## src/rtl/stack_pusher.sv

```systemverilog
// 6502 stack push sequencer: writes 1-3 bytes to page STACK_PAGE, post-decrementing SP.
// Define STACK_PUSHER_BRK_FLAG_EN to force bit5=1 and bit4=brk_in_i in the pushed P byte.
module stack_pusher #(
  parameter int unsigned                       REG_WIDTH  = 8,
  parameter int unsigned                       ADDR_WIDTH = 16,
  parameter logic [ADDR_WIDTH-REG_WIDTH-1:0]   STACK_PAGE = 'h01,
  parameter logic [REG_WIDTH-1:0]              SP_RESET   = 'hFD
) (
  input  logic                  phi1_i,
  input  logic                  reset_i,
  input  logic                  start_i,
  input  logic [1:0]            mode_i,
  input  logic [REG_WIDTH-1:0]  data_in_i,
  input  logic [ADDR_WIDTH-1:0] pc_in_i,
  input  logic [REG_WIDTH-1:0]  status_in_i,
  input  logic                  brk_in_i,
  input  logic [REG_WIDTH-1:0]  sp_in_i,
  input  logic                  mem_ready_i,
  output logic [ADDR_WIDTH-1:0] addr_o,
  output logic [REG_WIDTH-1:0]  data_out_o,
  output logic                  write_en_o,
  output logic [REG_WIDTH-1:0]  sp_out_o,
  output logic                  busy_o,
  output logic                  done_o
);

  localparam logic [1:0] ModeByte = 2'b00;
  localparam logic [1:0] ModePc   = 2'b01;
  localparam logic [1:0] ModeRsvd = 2'b11;

  typedef enum logic [1:0] {StIdle, StWrite, StDone} state_e;

  state_e                  state_q;
  logic [1:0]              mode_q;
  logic [1:0]              idx_q;
  logic [REG_WIDTH-1:0]    pcl_q;
  logic [REG_WIDTH-1:0]    p_q;
  logic [REG_WIDTH-1:0]    sp_q;
  logic [ADDR_WIDTH-1:0]   addr_q;
  logic [REG_WIDTH-1:0]    data_out_q;
  logic                    write_en_q;
  logic                    busy_q;
  logic                    done_q;

  logic [REG_WIDTH-1:0]    p_in;
  logic [REG_WIDTH-1:0]    first_byte;
  logic [REG_WIDTH-1:0]    next_byte;
  logic [REG_WIDTH-1:0]    sp_dec;
  logic [1:0]              idx_inc;
  logic [1:0]              last_idx;
  logic                    is_last;

  always_comb begin
    p_in = status_in_i;
`ifdef STACK_PUSHER_BRK_FLAG_EN
    p_in[5] = 1'b1;
    p_in[4] = brk_in_i;
`endif
    // Byte 0 comes straight from the inputs since operands are latched on the same edge.
    first_byte = (mode_i == ModeByte) ? data_in_i : pc_in_i[ADDR_WIDTH-1 -: REG_WIDTH];
    sp_dec     = sp_q - REG_WIDTH'(1);
    idx_inc    = idx_q + 2'd1;
    next_byte  = (idx_inc == 2'd1) ? pcl_q : p_q;
    case (mode_q)
      ModeByte: last_idx = 2'd0;
      ModePc:   last_idx = 2'd1;
      default:  last_idx = 2'd2;
    endcase
    is_last = (idx_q == last_idx);
  end

`ifndef STACK_PUSHER_BRK_FLAG_EN
  logic unused_brk;
  assign unused_brk = brk_in_i;
`endif

  always_ff @(posedge phi1_i) begin
    if (reset_i) begin
      state_q    <= StIdle;
      mode_q     <= ModeByte;
      idx_q      <= 2'd0;
      pcl_q      <= '0;
      p_q        <= '0;
      sp_q       <= SP_RESET;
      addr_q     <= '0;
      data_out_q <= '0;
      write_en_q <= 1'b0;
      busy_q     <= 1'b0;
      done_q     <= 1'b0;
    end else begin
      case (state_q)
        StIdle: begin
          if (start_i && (mode_i != ModeRsvd)) begin
            mode_q     <= mode_i;
            pcl_q      <= pc_in_i[REG_WIDTH-1:0];
            p_q        <= p_in;
            sp_q       <= sp_in_i;
            idx_q      <= 2'd0;
            addr_q     <= {STACK_PAGE, sp_in_i};
            data_out_q <= first_byte;
            write_en_q <= 1'b1;
            busy_q     <= 1'b1;
            state_q    <= StWrite;
          end
        end
        StWrite: begin
          if (mem_ready_i) begin
            sp_q  <= sp_dec;
            idx_q <= idx_inc;
            if (is_last) begin
              write_en_q <= 1'b0;
              busy_q     <= 1'b0;
              done_q     <= 1'b1;
              state_q    <= StDone;
            end else begin
              // SP wraps within the page; the high address byte is never touched.
              addr_q     <= {STACK_PAGE, sp_dec};
              data_out_q <= next_byte;
            end
          end
        end
        StDone: begin
          done_q  <= 1'b0;
          state_q <= StIdle;
        end
        default: begin
          write_en_q <= 1'b0;
          busy_q     <= 1'b0;
          done_q     <= 1'b0;
          state_q    <= StIdle;
        end
      endcase
    end
  end

  assign addr_o     = addr_q;
  assign data_out_o = data_out_q;
  assign write_en_o = write_en_q;
  assign sp_out_o   = sp_q;
  assign busy_o     = busy_q;
  assign done_o     = done_q;

endmodule

```

## config.mk

```make
export PLATFORM = sky130hd
export DESIGN_NAME = stack_pusher
export DESIGN_NICKNAME = d
export VERILOG_FILES = /design/src/rtl/stack_pusher.sv
export SDC_FILE = /design/constraint.sdc
export NUM_CORES = 1
export LEC_CHECK = 0
export BUFFER_PORTS_ARGS = -buffer_cell sky130_fd_sc_hd__buf_2
export CAP_MARGIN = 10
export CORE_AREA = 10 10 67 110
export CTS_CLUSTER_DIAMETER = 120
export DETAILED_ROUTE_END_ITERATION = 10
export DIE_AREA = 0 0 77 120
export PLACE_DENSITY = 0.69
export SYNTH_ARGS = -nofsm -noshare
export SYNTH_HDL_FRONTEND = slang
export SYNTH_SLANG_ARGS = --single-unit
export TNS_END_PERCENT = 100
```

## constraint.sdc

```tcl
create_clock -name phi1_i -period 1.61 [get_ports phi1_i]
set_input_delay 0.0805 -clock phi1_i [delete_from_list [all_inputs] [get_ports phi1_i]]
set_output_delay 0.0805 -clock phi1_i [all_outputs]
set_load 0.02 [all_outputs]
```

==> results of run 1 <==
-- cell usage in the layout, fill, tap and decap left out, types with 2 or more instances in the layout --
cell	netlist	layout
nand2_1	76	76
buf_2	4	73
dfxtp_1	49	45
a21oi_1	38	37
buf_4	11	23
nor2_1	22	22
nand3_1	20	19
o21ai_0	14	14
mux2i_1	9	9
conb_1	1	7
clkbuf_8	1	6
inv_1	6	4
a21oi_2	4	4
nand2b_1	3	3
a211oi_1	3	3
dlygate4sd3_1	0	3
dfxtp_2	0	3
inv_2	0	2
a21o_1	2	2
nor2b_1	2	2
or3_1	2	2
nand3_2	1	2
xnor2_1	2	2
o211ai_1	2	2
o31ai_1	2	2
buf_12	0	2
-- state kept, by name, summed over array words and instances, names as in the netlist --
register / cells
p_q: 8
data_out_o: 8
pcl_q: 8
busy_o: 1
addr_o: 9
mode_q: 2
done_o: 1
state_q: 2
idx_q: 2
sp_out_o: 8
-- path summary, 6_finish.rpt --
path	start	endpoint	slack [ns]
max reg2reg	sp_out_o[2]	addr_o[5]	0.002
min	status_in_i[4]	p_q[4]	0.005
max	sp_out_o[2]	addr_o[5]	0.002
min reg2reg	addr_o[8]	addr_o[8]	0.45
-- power by group through the flow --
stage               combinational [mW]  sequential, mW  clock, mW
floorplan                        0.464            1.55          0
global placement                 0.888            1.44          0
detailed placement               0.897            1.45          0
CTS                              0.918            1.42      0.761
global route                      1.04            1.44      0.809
finish                           0.933            1.42      0.741
-- cell type report --
cell class / instances / area, sq um / share of cell area, %
Multi-Input combinational cell: 229 / 1269 / 41.29
Clock inverter: 1 / 7.507 / 0.2443
Sequential cell: 49 / 988.4 / 32.17
Timing Repair Buffer: 101 / 608.1 / 19.79
Tap cell: 76 / 95.09 / 3.094
Inverter: 6 / 22.52 / 0.7329
Clock buffer: 6 / 82.58 / 2.687
-- timing repair --
item	in CTS	in global routing
endpoints found under the setup margin	2	20
hold endpoints to repair	3	0
pin swaps	3	5
hold buffers	3	0
gates resized for setup	5	9
setup buffers	1	1
-- cells by family (layout without fill, tap and decap cells) --
logic type	after synthesis	in the layout	share of synthesized area, %
adder cells (fa/ha/maj)	2	2	1.072
XOR/XNOR	4	4	1.501
buffers and inverters	31	114	7.395
AND/OR/NAND/NOR	133	133	24.87
multiplexers	9	9	3.859
AO/OA/AOI/OAI	74	74	19.13
flip-flops	49	49	42.01
other	1	7	0.1606
-- cell usage after synthesis, types with 2 or more instances --
library cell | instances | share of area [%]
a211oi_1 | 3 | 0.96
a21o_1 | 2 | 0.64
a21oi_1 | 38 | 8.1
a21oi_2 | 4 | 1.5
buf_2 | 4 | 0.86
buf_4 | 11 | 3.5
clkbuf_1 | 8 | 1.3
dfxtp_1 | 49 | 42
ha_1 | 2 | 1.1
inv_1 | 6 | 0.96
mux2i_1 | 9 | 3.9
nand2_1 | 76 | 12
nand2b_1 | 3 | 0.80
nand3_1 | 20 | 4.3
nor2_1 | 22 | 3.5
nor2b_1 | 2 | 0.54
o211ai_1 | 2 | 0.64
o21ai_0 | 14 | 3.0
o31ai_1 | 2 | 0.64
or3_1 | 2 | 0.54
xnor2_1 | 2 | 0.75
xor2_1 | 2 | 0.75
-- layer usage --
metal | wire length (um) | GRT usage [%] | vias up
met1 | 2566 | 13.74 | 1057
met5 | 0 | 0 | -
li1 | - | - | 1185
met4 | 107 | 5.505 | 0
met2 | 3584 | 27.28 | 58
met3 | 294 | 3.737 | 10
-- stage by stage --
stage	total power, mW	hold slack [ns]	TNS [ns]
2_1_floorplan	2.011	0.2142	0
3_3_place_gp	2.328	0.3214	0
3_5_place_dp	2.343	0.3242	-0.02962
4_1_cts	3.097	0.001658	-0.0002643
5_1_grt	3.286	0.007806	-0.2229
6_report	3.097	0.005414	0
-- worst max-delay path, delay by kind of cell (launching register included) --
kind / cells / cell delay [ns]
flops: 1 / 0.33
simple gates: 4 / 1.08
compound gates: 1 / 0.12
==> metrics, run 1 <==
cell row count=36; Hold WC Path Type=in -> reg; vias per cell=4.936; vias in the first global route=2452; first-pass GRT wire length=10.95 mm; Pre-antenna DRT Iters=4; grt total ovfl=0; largest net degree at the start of global routing=35; Global Route Usage Sum=14.13%; Sw Pwr=1.035 mW; final cell count without fillers=468; Crit Path Class=reg -> reg; Final period util=99.89%; Ant. Diodes=0; # Max-Cap Violations=0; Post-Route WL=6.552 mm; Antenna Nets Post-Route=0; initial antenna violation count=0; internal power=2.063 mW; number of flops mapped to enable cells by yosys=0; Fmax=621.8 MHz; Initial DRC Count=70; Mapped Area=2335 sq um; CTS root buf=clkbuf_8; die area=9240 sq um; final cell utilization of the core=55.47%; leakage=1.386 nW; Worst IR Drop VDD=0.5729 mV; Distinct cells, synth=42; TritonCTS clock tree=built; Slowest Stage Delay on Critical Path=0.57 ns; Clk pwr share=23.9%; hold path depth=3; slew at the pin closest to its max-slew limit=0.7094 ns; Async S/R FF share, synth=0%; Synth Warn #=0; P&R area growth vs syn=31.62%; Final min period=1.608 ns; total number of vias=2310; IO Pins=82; Setup-failing EPs final=0; RSZ-0062 raised after global routing=true; CTS Buf Count=5; DPL Wire Length=5.045 mm; final slew viol count=0; Synth Instances=303; Placeable Area=5540 sq um; CP required=1.84 ns; CP cell instances=or4_4, or3_1, nand3_2, nand3_2, a21oi_2; pre-CTS setup slack=-0.02962 ns; layout cells sized above 1=32.14%; Fin. Hold Viols=0; reg2reg path depth=5; main flop type after synthesis=dfxtp_1; Max Buffers Root-to-Sink=2; Clock Latency Late Sink=0.30 ns; outcome=finished, final reports clean; die height=120 um; CP dominant cell by count=nand3_2; # port buffers=73; WL/cell=14.00 um; Crit. End Element=flip-flop; # fillers=563; post-synthesis sequential area ratio=42.02%; Cell Pwr Density=1008 nW/um^2; Design Area, Final=3073 sq um; CTS Sinks=49; post-route worst setup slack=0.001770 ns; Worst Path Arrival=1.84 ns; Yosys reg bits=49; GPL Wtd Cong=0.8624; DRC errors left=0; H-tree depth=2; Worst Skew=0.01086 ns; syn avg cell area=7.705 sq um; dpl cell area=2873 sq um; Placed Cells=456; switching share of power=33.40%; Initial Utilization=42.14%; Die X=77 um; Combinational Power Share=30.1%; Reg clk slew, reported paths=0.09 ns; startpoint type of the worst setup path=flip-flop; Flop pwr share=46.0%; Worst path slowest cell=or4_4; Max-slew headroom=52.71%; CP max FO=4; NumNets Final=441
Power figures use the tool's default switching activity.
==> inputs of run 2 (changes only) <==
- PLACE_DENSITY: 0.69 -> 0.66
- clock period: 1.61 -> 1.8 ns (I/O delays scaled with it)
==> metrics, run 2 (synthesized netlist as in run 1, its figures left out) <==
Worst Skew=0.004821 ns (was 0.01086 ns); Setup crit start=sp_out_o[2] (unchanged); grt total ovfl=0 (unchanged); initial antenna violation count=0 (unchanged); IO Pins=82 (unchanged); leakage=1.291 nW (was 1.386 nW); NumNets Final=427 (was 441); area of the multi-input gates=1225 sq um (was 1269 sq um); Fin. Hold Viols=0 (unchanged); Combinational Power Share=28.3% (was 30.1%); Final period util=93.54% (was 99.89%); WL/cell=13.69 um (was 14.00 um); largest net degree at the start of global routing=28 (was 35); Slowest Stage Delay on Critical Path=0.57 ns (about the same); CP required=2.04 ns (was 1.84 ns); DRC errors left=0 (unchanged); max reg flops=9 (unchanged); Crit Path Class=reg -> reg (unchanged); Clk pwr share=23.7% (was 23.9%); Final min period=1.684 ns (was 1.608 ns); Cell Pwr Density=919.1 nW/um^2 (was 1008 nW/um^2); Reg area=982.2 sq um (was 988.4 sq um); P&R area growth vs syn=23.26% (was 31.62%); CTS Sinks=49 (unchanged); CTS root buf=clkbuf_8 (unchanged); CP max FO=6 (was 4); met1 GRT Util=12.58% (was 13.74%); # Max-Cap Violations=0 (unchanged); Worst IR Drop VDD=0.5106 mV (was 0.5729 mV); CTS Buf Count=5 (unchanged); PnR Total Power=2.645 mW (was 3.097 mW); first-pass GRT wire length=10.16 mm (was 10.95 mm); WP buf/inv=0 (unchanged); most common cell after layout, fill and taps aside=nand2_1 (unchanged); Clock Latency Late Sink=0.30 ns (about the same); Max Buffers Root-to-Sink=2 (unchanged); H-tree depth=2 (unchanged); Initial DRC Count=109 (was 70); vias per cell=4.877 (was 4.936); # port buffers=73 (unchanged); Design Area, Final=2878 sq um (was 3073 sq um); GPL Wtd Cong=0.8586 (was 0.8624); TritonCTS clock tree=built (unchanged); vias in the first global route=2300 (was 2452); dpl cell area=2773 sq um (was 2873 sq um); Worst path slowest cell=or4_4 (unchanged); Worst Path Arrival=1.92 ns (was 1.84 ns); Global Route Usage Sum=13.31% (was 14.13%); most frequent cells in the layout=nand2_1 (76), buf_2 (73), dfxtp_1 (48) (was nand2_1 (76), buf_2 (73), dfxtp_1 (45)); Hold WC Path Type=in -> reg (unchanged); Setup-failing EPs final=0 (unchanged); die height=120 um (unchanged); outcome=finished, final reports clean (unchanged); Top delay family on crit path=simple AND/OR/NAND/NOR gates (unchanged); Flop pwr share=48.1% (was 46.0%); final slew viol count=0 (unchanged); min-delay src=status_in_i[7] (was status_in_i[4]); layout cells sized above 1=27.97% (was 32.14%); total number of vias=2219 (was 2310); die area=9240 sq um (unchanged); Sw Pwr=895.5 uW (was 1.035 mW); Setup TNS=0 ns (unchanged); met3 Track Usage GR=3.886% (was 3.737%); Placeable Area=5540 sq um (unchanged); Fmax=593.9 MHz (was 621.8 MHz); startpoint type of the worst setup path=flip-flop (unchanged); Antenna Nets Post-Route=0 (unchanged); met2 Use GR=25.64% (was 27.28%); Initial Utilization=42.14% (unchanged); Die X=77 um (unchanged); # fillers=564 (was 563); Reg clk slew, reported paths=0.09 ns (about the same); most used routing layer=met2 (unchanged); Crit. End Element=flip-flop (unchanged); slew at the pin closest to its max-slew limit=0.5500 ns (was 0.7094 ns); DPL Wire Length=4.977 mm (was 5.045 mm); Post-Route WL=6.229 mm (was 6.552 mm); RSZ-0062 raised after global routing=false (was true); cell row count=36 (unchanged); R2R Path Start=sp_out_o[2] (unchanged); switching share of power=33.86% (was 33.40%); Ant. Diodes=0 (unchanged); Pre-antenna DRT Iters=4 (unchanged); CP cell instances=or4_4, or3_1, nand3_2, nand3_1, a21oi_2 (was or4_4, or3_1, nand3_2, nand3_2, a21oi_2); Max-slew headroom=63.33% (was 52.71%); internal power=1.749 mW (was 2.063 mW)
-- run 2: area by class of cell --
type	count	area share [%]
Tap cell	76	3.304
Clock buffer	6	2.522
Inverter	6	0.7826
Clock inverter	2	0.3478
Multi-Input combinational cell	229	42.57
Sequential cell	49	34.13
Timing Repair Buffer	87	16.35
-- run 2: path summary, 6_finish.rpt --
path / end / slack (ns) / cells after the start
hold / removal: p_q[7] / 0.02 / 3
setup reg to reg: addr_o[5] / 0.12 / 5
hold reg to reg: addr_o[8] / 0.45 / 2
setup / recovery: addr_o[5] / 0.12 / 5
-- run 2: layer usage --
metal / wire length (um) / vias up / part of all wire, %
li1: - / 1156 / -
met1: 2352 / 994 / 38
met2: 3392 / 58 / 54
met3: 333 / 11 / 5.3
met4: 150 / 0 / 2.4
met5: 0 / - / 0
-- run 2: repair_timing --
action | 4_1_cts | 5_1_grt
hold buffers | 0 | 0
resized for setup | 0 | 4
endpoints found under the hold margin | 0 | 0
buffers inserted | 0 | 0
setup endpoints to repair | 0 | 2
-- run 2: power groups by stage --
stage	sequential [mW]	clock (mW)	combinational (mW)
after floorplan	1.38	0	0.415
after global placement	1.29	0	0.739
after detailed placement	1.30	0	0.745
after CTS	1.27	0.639	0.748
after global routing	1.29	0.687	0.832
final	1.27	0.626	0.747
-- run 2: worst min-delay path: stages --
cell     delay, ns
buf_2         0.09
nand2_1       0.04
a21oi_1       0.05
-- run 2: through the flow --
stage / util (%) / std cells / worst slack [ns] / hold slack (ns)
floorplan: - / 309 / 0.07442 / 0.2237
global placement: 50.05 / 447 / 0.1419 / 0.3324
detailed placement: 50.05 / 447 / 0.1341 / 0.3352
CTS: 51.54 / 455 / 0.1154 / 0.009653
global route: 51.94 / 455 / 0.008746 / 0.01281
finish: 51.94 / 455 / 0.1162 / 0.01679
